File: config.mk
export PLATFORM = sky130hd
export DESIGN_NAME = mist_io_spi_master
export DESIGN_NICKNAME = d
export VERILOG_FILES = /design/src/rtl/mist_io_spi_master.sv
export SDC_FILE = /design/constraint.sdc
export NUM_CORES = 1
export LEC_CHECK = 0
export ABC_AREA = 1
export BUFFER_PORTS_ARGS = -buffer_cell sky130_fd_sc_hd__buf_2
export CORE_MARGIN = 2
export CORE_UTILIZATION = 51
export CTS_CLUSTER_SIZE = 30
export DETAILED_ROUTE_END_ITERATION = 10
export PLACE_DENSITY_LB_ADDON = 0.2
export SLEW_MARGIN = 20
export SYNTH_ARGS = -nofsm -noshare
export SYNTH_HDL_FRONTEND = slang
export SYNTH_SLANG_ARGS = --single-unit
File: constraint.sdc
create_clock -name clk -period 1.6 [get_ports clk]
set_input_delay 0.4 -clock clk [delete_from_list [all_inputs] [get_ports clk]]
set_output_delay 0.4 -clock clk [all_outputs]
set_load 0.01 [all_outputs]
File: src/rtl/mist_io_spi_master.sv
// SPI mode-0 master standing in for the ARM IO controller towards user_io:
// sends a command byte plus up to 15 payload bytes and returns every MISO byte.
module mist_io_spi_master #(
    parameter int unsigned CLK_DIV = 4
) (
    input  logic       clk,
    input  logic       reset_in,
    input  logic       start,
    input  logic [7:0] cmd,
    input  logic [3:0] len,
    output logic       tx_req,
    input  logic [7:0] tx_data,
    output logic [7:0] rx_data,
    output logic       rx_valid,
    output logic       busy,
    output logic       done,
    output logic       spi_sck,
    output logic       spi_ss_n,
    output logic       spi_mosi,
    input  logic       spi_miso
);

    generate
        if ((CLK_DIV < 2) || (CLK_DIV > 255)) begin : g_bad_div
            $error("mist_io_spi_master: CLK_DIV must be within 2..255");
        end
    endgenerate

    localparam logic [7:0] PH_LAST = 8'(CLK_DIV - 1);

    typedef enum logic [1:0] {
        IDLE,
        SHIFT,
        HOLD,
        GAP
    } state_t;

    state_t     state, state_nx;
    logic [7:0] ph;
    logic [6:0] bit_cnt;
    logic [3:0] len_q;
    logic [7:0] tx_sh;
    logic [7:0] tx_buf;
    logic [7:0] rx_sh;
    logic       sck_q;
    logic       mosi_q;
    logic       phase_end;
    logic       last_bit;
    logic       byte_last_bit;

    assign phase_end     = (ph == PH_LAST);
    assign last_bit      = (bit_cnt == {len_q, 3'b111});
    assign byte_last_bit = (bit_cnt[2:0] == 3'b111);

    assign spi_sck  = sck_q;
    assign spi_mosi = mosi_q;
    assign spi_ss_n = !((state == SHIFT) || (state == HOLD));
    assign busy     = (state != IDLE);

    always_ff @(posedge clk or negedge reset_in) begin
        if (!reset_in) state <= IDLE;
        else           state <= state_nx;
    end

    always_comb begin
        state_nx = state;
        case (state)
            IDLE:  if (start) state_nx = SHIFT;
            SHIFT: if (phase_end && sck_q && last_bit) state_nx = HOLD;
            HOLD:  if (phase_end) state_nx = GAP;
            GAP:   if (phase_end) state_nx = IDLE;
            default: state_nx = IDLE;
        endcase
    end

    always_ff @(posedge clk or negedge reset_in) begin
        if (!reset_in) begin
            ph       <= '0;
            bit_cnt  <= '0;
            len_q    <= '0;
            tx_sh    <= '0;
            tx_buf   <= '0;
            rx_sh    <= '0;
            rx_data  <= '0;
            sck_q    <= 1'b0;
            mosi_q   <= 1'b0;
            tx_req   <= 1'b0;
            rx_valid <= 1'b0;
            done     <= 1'b0;
        end else begin
            tx_req   <= 1'b0;
            rx_valid <= 1'b0;
            done     <= 1'b0;
            if (tx_req) tx_buf <= tx_data;
            case (state)
                IDLE: begin
                    if (start) begin
                        len_q   <= len;
                        ph      <= '0;
                        bit_cnt <= '0;
                        sck_q   <= 1'b0;
                        mosi_q  <= cmd[7];
                        tx_sh   <= {cmd[6:0], 1'b0};
                    end
                end
                SHIFT: begin
                    if (!phase_end) begin
                        ph <= ph + 8'd1;
                    end else begin
                        ph <= '0;
                        if (!sck_q) begin
                            sck_q <= 1'b1;
                            rx_sh <= {rx_sh[6:0], spi_miso};
                            if (byte_last_bit) begin
                                rx_data  <= {rx_sh[6:0], spi_miso};
                                rx_valid <= 1'b1;
                                // Request the next payload byte early enough that it
                                // is in tx_buf before this bit's falling edge.
                                if (bit_cnt[6:3] < len_q) tx_req <= 1'b1;
                            end
                        end else begin
                            sck_q   <= 1'b0;
                            bit_cnt <= bit_cnt + 7'd1;
                            if (!last_bit) begin
                                if (byte_last_bit) begin
                                    mosi_q <= tx_buf[7];
                                    tx_sh  <= {tx_buf[6:0], 1'b0};
                                end else begin
                                    mosi_q <= tx_sh[7];
                                    tx_sh  <= {tx_sh[6:0], 1'b0};
                                end
                            end
                        end
                    end
                end
                HOLD: begin
                    if (!phase_end) begin
                        ph <= ph + 8'd1;
                    end else begin
                        ph     <= '0;
                        done   <= 1'b1;
                        mosi_q <= 1'b0;
                    end
                end
                GAP: begin
                    if (!phase_end) ph <= ph + 8'd1;
                    else            ph <= '0;
                end
                default: ph <= '0;
            endcase
        end
    end

endmodule

==> results of run 1 <==
==> power groups by stage <==
stage	logic (µW)	clock network [µW]	registers [µW]
after global placement	1780	0	1870
after CTS	2410	955	1840
after detailed placement	1820	0	1870
after floorplan	1240	0	1850
after global routing	3170	998	1890
final	2870	933	1850
==> final timing paths <==
kind                                  from         end  slack, ns
worst max register to register       ph[1]  bit_cnt[4]       0.01
worst min-delay path              reset_in       ph[1]       0.06
worst max-delay path              state[0]    spi_ss_n     -0.003
min in group clk                tx_data[0]   tx_buf[0]       0.30
worst min register to register    spi_mosi    spi_mosi       0.48
max in group asynchronous         reset_in    tx_sh[7]       1.27
==> synthesized netlist by cell type (2+ instances only) <==
master / instances
buf_2: 2
clkbuf_1: 4
inv_2: 6
nand4_1: 2
dfrtp_1: 56
inv_1: 30
mux2_2: 7
nor2_1: 30
nand2_2: 4
o21ai_0: 37
nand3_1: 19
xor2_1: 5
nor2_4: 2
a21oi_1: 5
nor3_1: 2
ha_1: 12
o21ai_1: 6
o22ai_1: 2
o31ai_1: 2
nand2_1: 81
==> state kept, by name, indices dropped and copies added (netlist names) <==
name      flops
done          1
tx_req        1
bit_cnt       7
tx_sh         7
tx_buf        8
len_q         4
rx_valid      1
ph            8
rx_sh         7
rx_data       8
spi_mosi      1
state         2
spi_sck       1
==> logic make-up after synthesis <==
| logic type | Yosys count | synth area share [%] |
|---|---|---|
| xor+xnor | 6 | 1.908 |
| simple gates | 143 | 21.99 |
| compound gates | 54 | 10.31 |
| fa+ha+maj | 12 | 5.452 |
| buf+inv | 43 | 6.224 |
| flops | 56 | 50.89 |
| mux | 8 | 3.226 |
==> cell type report <==
cell class,count,area share (%)
clock buffers,5,1.901
clock inverters,3,1.175
inverters,36,4.044
multi-input cells,223,36.26
flip-flops and latches,56,38.71
well taps,70,2.420
repair buffers,76,15.49
==> stage by stage <==
step	instances	total power [µW]	setup TNS, ns	cell area, µm²
floorplan	322	3092	0	2754
global placement	435	3642	-0.2036	3110
detailed placement	435	3694	-0.3762	3110
CTS	457	5204	-0.0003143	3416
global route	469	6049	-0.7064	3620
finish	469	5654	-0.002834	3620
==> repair_timing <==
item / in CTS / in global routing
pin swaps: 3 / 10
setup endpoints to repair: 19 / 31
gates resized for setup: 19 / 28
cloned: 1 / 0
setup buffers: 13 / 12
==> per-layer routing <==
metal	vias to the layer above	global-route usage [%]	wire, µm
met5	-	0	0
met4	0	6.250	86
met3	10	3.721	198
met2	43	36.70	3085
met1	1068	25.94	2726
li1	1192	-	-
==> cell usage in the layout (no fill, tap or decap), types with 5 or more instances in the layout <==
cell / instances
clkbuf_8: 5
dfrtp_1: 56
buf_2: 36
inv_2: 8
ha_1: 7
o21ai_1: 7
buf_4: 29
nand2_2: 9
nor2_1: 26
buf_6: 8
o21ai_0: 36
xor2_1: 5
mux2_2: 7
nand3_1: 18
inv_1: 25
a21oi_1: 5
nand2_1: 73
==> worst max-delay path, cell delays in order, from the launching register on <==
cell,delay (ns)
dfrtp_1,0.41
inv_2,0.07
ha_4,0.27
inv_2,0.04
buf_6,0.11
==> metrics.md, run 1 <==
| Metric | Value |
|---|---|
| Status | `finished, violations left` |
| Failing checks | `setup timing` |
| Die Outline Area | `6004 µm²` |
| FF/Latch Area | `1401 µm²` |
| Worst setup margin | `-0.002834 ns` |
| Area share of the largest cell type after synthesis | `50.89%` |
| Power share of the clock group | `16.5%` |
| Vias | `2313` |
| Gate power share | `50.7%` |
| TritonCTS clock tree | `built` |
| CTS Hold Buffers Added | `0` |
| Critical path arrival | `1.20 ns` |
| Antenna violations before repair | `0` |
| Drt total wl | `6096 µm` |
| Starting DRT DRC Count | `142` |
| RSZ-0062 raised after global routing | `yes` |
| CORE AREA | `5172 µm²` |
| Layout Skew | `0.006498 ns` |
| Cell taking the most area after synthesis | `dfrtp_1` |
| Final ANT Viol Nets | `0` |
| Final hold vios | `0` |
| Synthesized instance count | `322` |
| Maximum VDD drop | `780.5 µV` |
| Maximum clock path buffer count | `2` |
| Worst r2r path cells | `10` |
| ANT cells | `0` |
| Pre-antenna DRT Iters | `4` |
| Fmax | `623.9 MHz` |
| CTS Buf Count | `5` |
| Number of flops mapped to enable cells by yosys | `0` |
| Max cap viols | `0` |
| CP required | `1.20 ns` |
| Clk sinks | `56` |
| Largest net degree at the start of global routing | `57` |
| Synthesized flop and latch total | `56` |
| Sequential share of power | `32.8%` |
| IO Count | `39` |
| Clk_lat worst skew | `0.31 ns` |
| Unique cell type count in the Yosys netlist | `28` |
| Die Span X | `77.49 µm` |
| GR Util All Layers | `20.76%` |
| Setup-failing EPs final | `1` |
| Number of synthesis warnings | `0` |
| Leakage | `0.001828 µW` |
| Layout fillers | `394` |
| Syn nets | `358` |
| Vias per cell | `4.932` |
| Max-slew headroom | `73.94%` |
| Mapped Area | `2754 µm²` |
| Vias in the first global route | `2313` |
| Mean Syn Cell Area | `8.552 µm²` |
| Critical path launch point type | `register` |
| Row cnt | `26` |
| Final slew viol count | `0` |
| RD Place Congestion | `0.8583` |
| Switch Pwr | `2109 µW` |
| Least-Margin Pin Slew | `0.3910 ns` |
| Area growth syn-to-layout | `31.44%` |
| First-pass GRT wire length | `10020 µm` |
| Net Sw Frac | `37.31%` |
| Min-delay worst type | `input port to async pin` |
| Clock Tree Root | `clkbuf_8` |
| Worst hold margin | `0.06237 ns` |
| Power Dens Cells | `1562 nW/µm²` |
| Seq/Total Area, Yosys | `50.89%` |
| Period minus WS final | `1.603 ns` |
| IO buf count | `38` |
| Initial core utilization | `53.24%` |
| Grt ovf | `0` |
| Routed len/inst | `13.00 µm` |
| Fraction of registers with async set/reset | `100.0%` |
| # nets final | `434` |
| Worst Path Max Fanout | `2` |
| Synth Flop Type | `dfrtp_1` |
| Layout cells sized above 1 | `32.58%` |
| Final Cycle Share | `100.2%` |
| DP HPWL | `3915 µm` |
| Drt drc | `0` |
| Area contributors post-synth | `dfrtp_1 (51%), nand2_1 (11%), o21ai_0 (6.7%)` |
| Area occupied by multi-input gates | `1313 µm²` |
| Final Util | `69.98%` |
| Die height | `77.49 µm` |
| H-tree Lvls | `2` |
| Pre-CTS WS | `-0.09554 ns` |
| Critical path endpoint category | `output port` |
| Crit Path Class | `register to output port` |
| Internal power | `3545 µW` |
| Clock transition at path regs | `0.10 ns` |
No activity file was read; power rests on OpenSTA's default activity.
==> run 2: changes to the inputs <==
--- a/config.mk
+++ b/config.mk
@@ -9,8 +9,9 @@
 export BUFFER_PORTS_ARGS = -buffer_cell sky130_fd_sc_hd__buf_2
 export CORE_MARGIN = 2
-export CORE_UTILIZATION = 51
+export CORE_UTILIZATION = 61
 export CTS_CLUSTER_SIZE = 30
 export DETAILED_ROUTE_END_ITERATION = 10
 export PLACE_DENSITY_LB_ADDON = 0.2
+export RECOVER_POWER = 50
 export SLEW_MARGIN = 20
 export SYNTH_ARGS = -nofsm -noshare
==> constraint.sdc (replaced) <==
create_clock -name clk -period 2.1 [get_ports clk]
set_input_delay 0.525 -clock clk [delete_from_list [all_inputs] [get_ports clk]]
set_output_delay 0.525 -clock clk [all_outputs]
set_load 0.02 [all_outputs]
==> run 2 against run 1 <==
The flow now finishes without violations; clock skew grew 0.0025 ns; via count shrank 3.7%; register-to-register slack gained 0.26 ns; count of clock-buffer cells in the layout grew 1; final cell count shrank 11%; hold slack gained 0.35 ns; non-clock buffer count shrank 34; combinational power shrank 54%; critical path type unchanged; largest cell class unchanged; largest power group is now sequential cells.
==> metrics.md, run 2 (synthesized netlist as in run 1, its figures left out) <==
| Metric | Value |
|---|---|
| Status | `finished clean` |
| Pwr Total | `3323 µW` |
| Drt total wl | `5429 µm` |
| Worst Path Max Fanout | `5` |
| Leakage | `0.001610 µW` |
| CP Launch Point | `state[0]` |
| Setup-failing EPs final | `0` |
| CTS Hold Buffers Added | `0` |
| DP HPWL | `3932 µm` |
| Final non-filler cell total | `417` |
| Fmax | `514.8 MHz` |
| Vias per cell | `5.343` |
| R2R Path End | `tx_sh[5]` |
| Critical path arrival | `1.42 ns` |
| Die Outline Area | `5068 µm²` |
| # nets final | `400` |
| Min-delay worst type | `input port to register` |
| Max-slew headroom | `13.21%` |
| Area growth syn-to-layout | `12.68%` |
| Final slew viol count | `0` |
| Critical path endpoint category | `output port` |
| Final Cycle Share | `92.51%` |
| Power Dens Cells | `1071 nW/µm²` |
| Die height | `71.19 µm` |
| Period minus WS final | `1.943 ns` |
| RD Place Congestion | `0.8785` |
| CORE AREA | `4354 µm²` |
| Final hold vios | `0` |
| Die Span X | `71.19 µm` |
| IO Count | `39` |
| Starting DRT DRC Count | `109` |
| Least-Margin Pin Slew | `1.302 ns` |
| Layout cells sized above 1 | `19.18%` |
| Largest net degree at the start of global routing | `35` |
| Routed len/inst | `13.02 µm` |
| Worst setup endpoint | `busy` |
| Clk sinks | `56` |
| Drt drc | `0` |
| Setup Buffers After CTS | `0` |
| Initial core utilization | `63.25%` |
| First-pass GRT wire length | `9508 µm` |
| Largest regs | `ph x8, rx_data x8, tx_buf x8` |
| Commonest non-fill, non-tap cell in the layout | `nand2_1` |
| Most frequent cells in the layout | `nand2_1 (81), dfrtp_1 (56), o21ai_0 (37), buf_2 (37)` |
| PostCTS Resize Cnt | `0` |
| Antenna violations before repair | `0` |
| Pre-antenna DRT Iters | `4` |
| Max cap viols | `0` |
| Final TNS setup | `0 ns` |
| Final ANT Viol Nets | `0` |
| CTS Buf Count | `5` |
| Layout Skew | `0.008956 ns` |
| Maximum clock path buffer count | `2` |
| Clock Tree Root | `clkbuf_8` |
| R2r startpoint | `state[0]` |
| Clock transition at path regs | `0.10 ns` |
| RSZ-0062 raised after global routing | `no` |
| CP required | `1.57 ns` |
| Maximum VDD drop | `687.1 µV` |
| Clk_lat worst skew | `0.32 ns` |
| Vias in the first global route | `2203` |
| Flop2flop setup slack | `0.27 ns` |
| Vias | `2228` |
| IO buf count | `38` |
| Critical path launch point type | `register` |
| ANT cells | `0` |
| Placed cell areas | `3015 µm²` |
| Placed instance count | `409` |
| Final Cell Area | `3103 µm²` |
| TritonCTS clock tree | `built` |
| Row cnt | `24` |
| H-tree Lvls | `2` |
| Grt ovf | `0` |
| GR Util All Layers | `23.89%` |
| Worst r2r path cells | `9` |
| Crit Path Class | `register to output port` |
| Layout fillers | `353` |
run 2: cell types whose count changed in the layout (fill, tap and decap cells not counted), sizes merged:
cell and delta:
buf -34, clkbuf +2, bufbuf -1, bufinv -1, clkinvlp -1, inv +1
run 2: worst min-delay path by stage:
stage                    start         end  depth (start not counted)
floorplan             reset_in  bit_cnt[0]                          0
global placement      tx_sh[6]    tx_sh[6]                          2
detailed placement    tx_sh[6]    tx_sh[6]                          2
CTS                   reset_in       ph[3]                          1
global route        tx_data[5]   tx_buf[5]                          2
finish              tx_data[0]   tx_buf[0]                          3
run 2: critical path, stage by stage (launching register included):
cell and delay (ns):
dfrtp_1 0.43, inv_1 0.12, ha_1 0.28, inv_2 0.10, buf_2 0.17
run 2: area by class of cell:
class / count / area [µm²] / share of cell area (%)
clock buffer: 6 / 72.57 / 2.339
clock inverter: 2 / 16.27 / 0.5242
inverter: 36 / 135.1 / 4.355
multi-input combinational: 223 / 1181 / 38.06
sequential: 56 / 1401 / 45.16
tap: 52 / 65.06 / 2.097
timing repair buffer: 42 / 231.5 / 7.460
run 2: stage by stage:
stage / util, % / hold WS [ns] / setup slack, ns
finish: 71.26 / 0.4169 / 0.1574
global route: 71.26 / 0.4328 / 0.06745
CTS: 71.29 / 0.2001 / 0.1611
detailed placement: 69.25 / 0.4534 / 0.3056
global placement: 69.25 / 0.4546 / 0.3992
floorplan: - / 0.2294 / 0.5554
run 2: layer usage:
metal | part of all wire (%) | vias up | track usage, %
met1 | 45 | 1052 | 30.80
met4 | 1.1 | 0 | 8.386
li1 | - | 1119 | -
met3 | 4.2 | 6 | 6.268
met2 | 50 | 51 | 39.20
met5 | 0 | - | 0
run 2: where the power goes:
part	leakage, µW	switching (µW)	internal, µW
Sequential	0.000730	132	1280
Clock	0.0000414	352	238
Combinational	0.000838	874	444
Total	0.00161	1360	1960
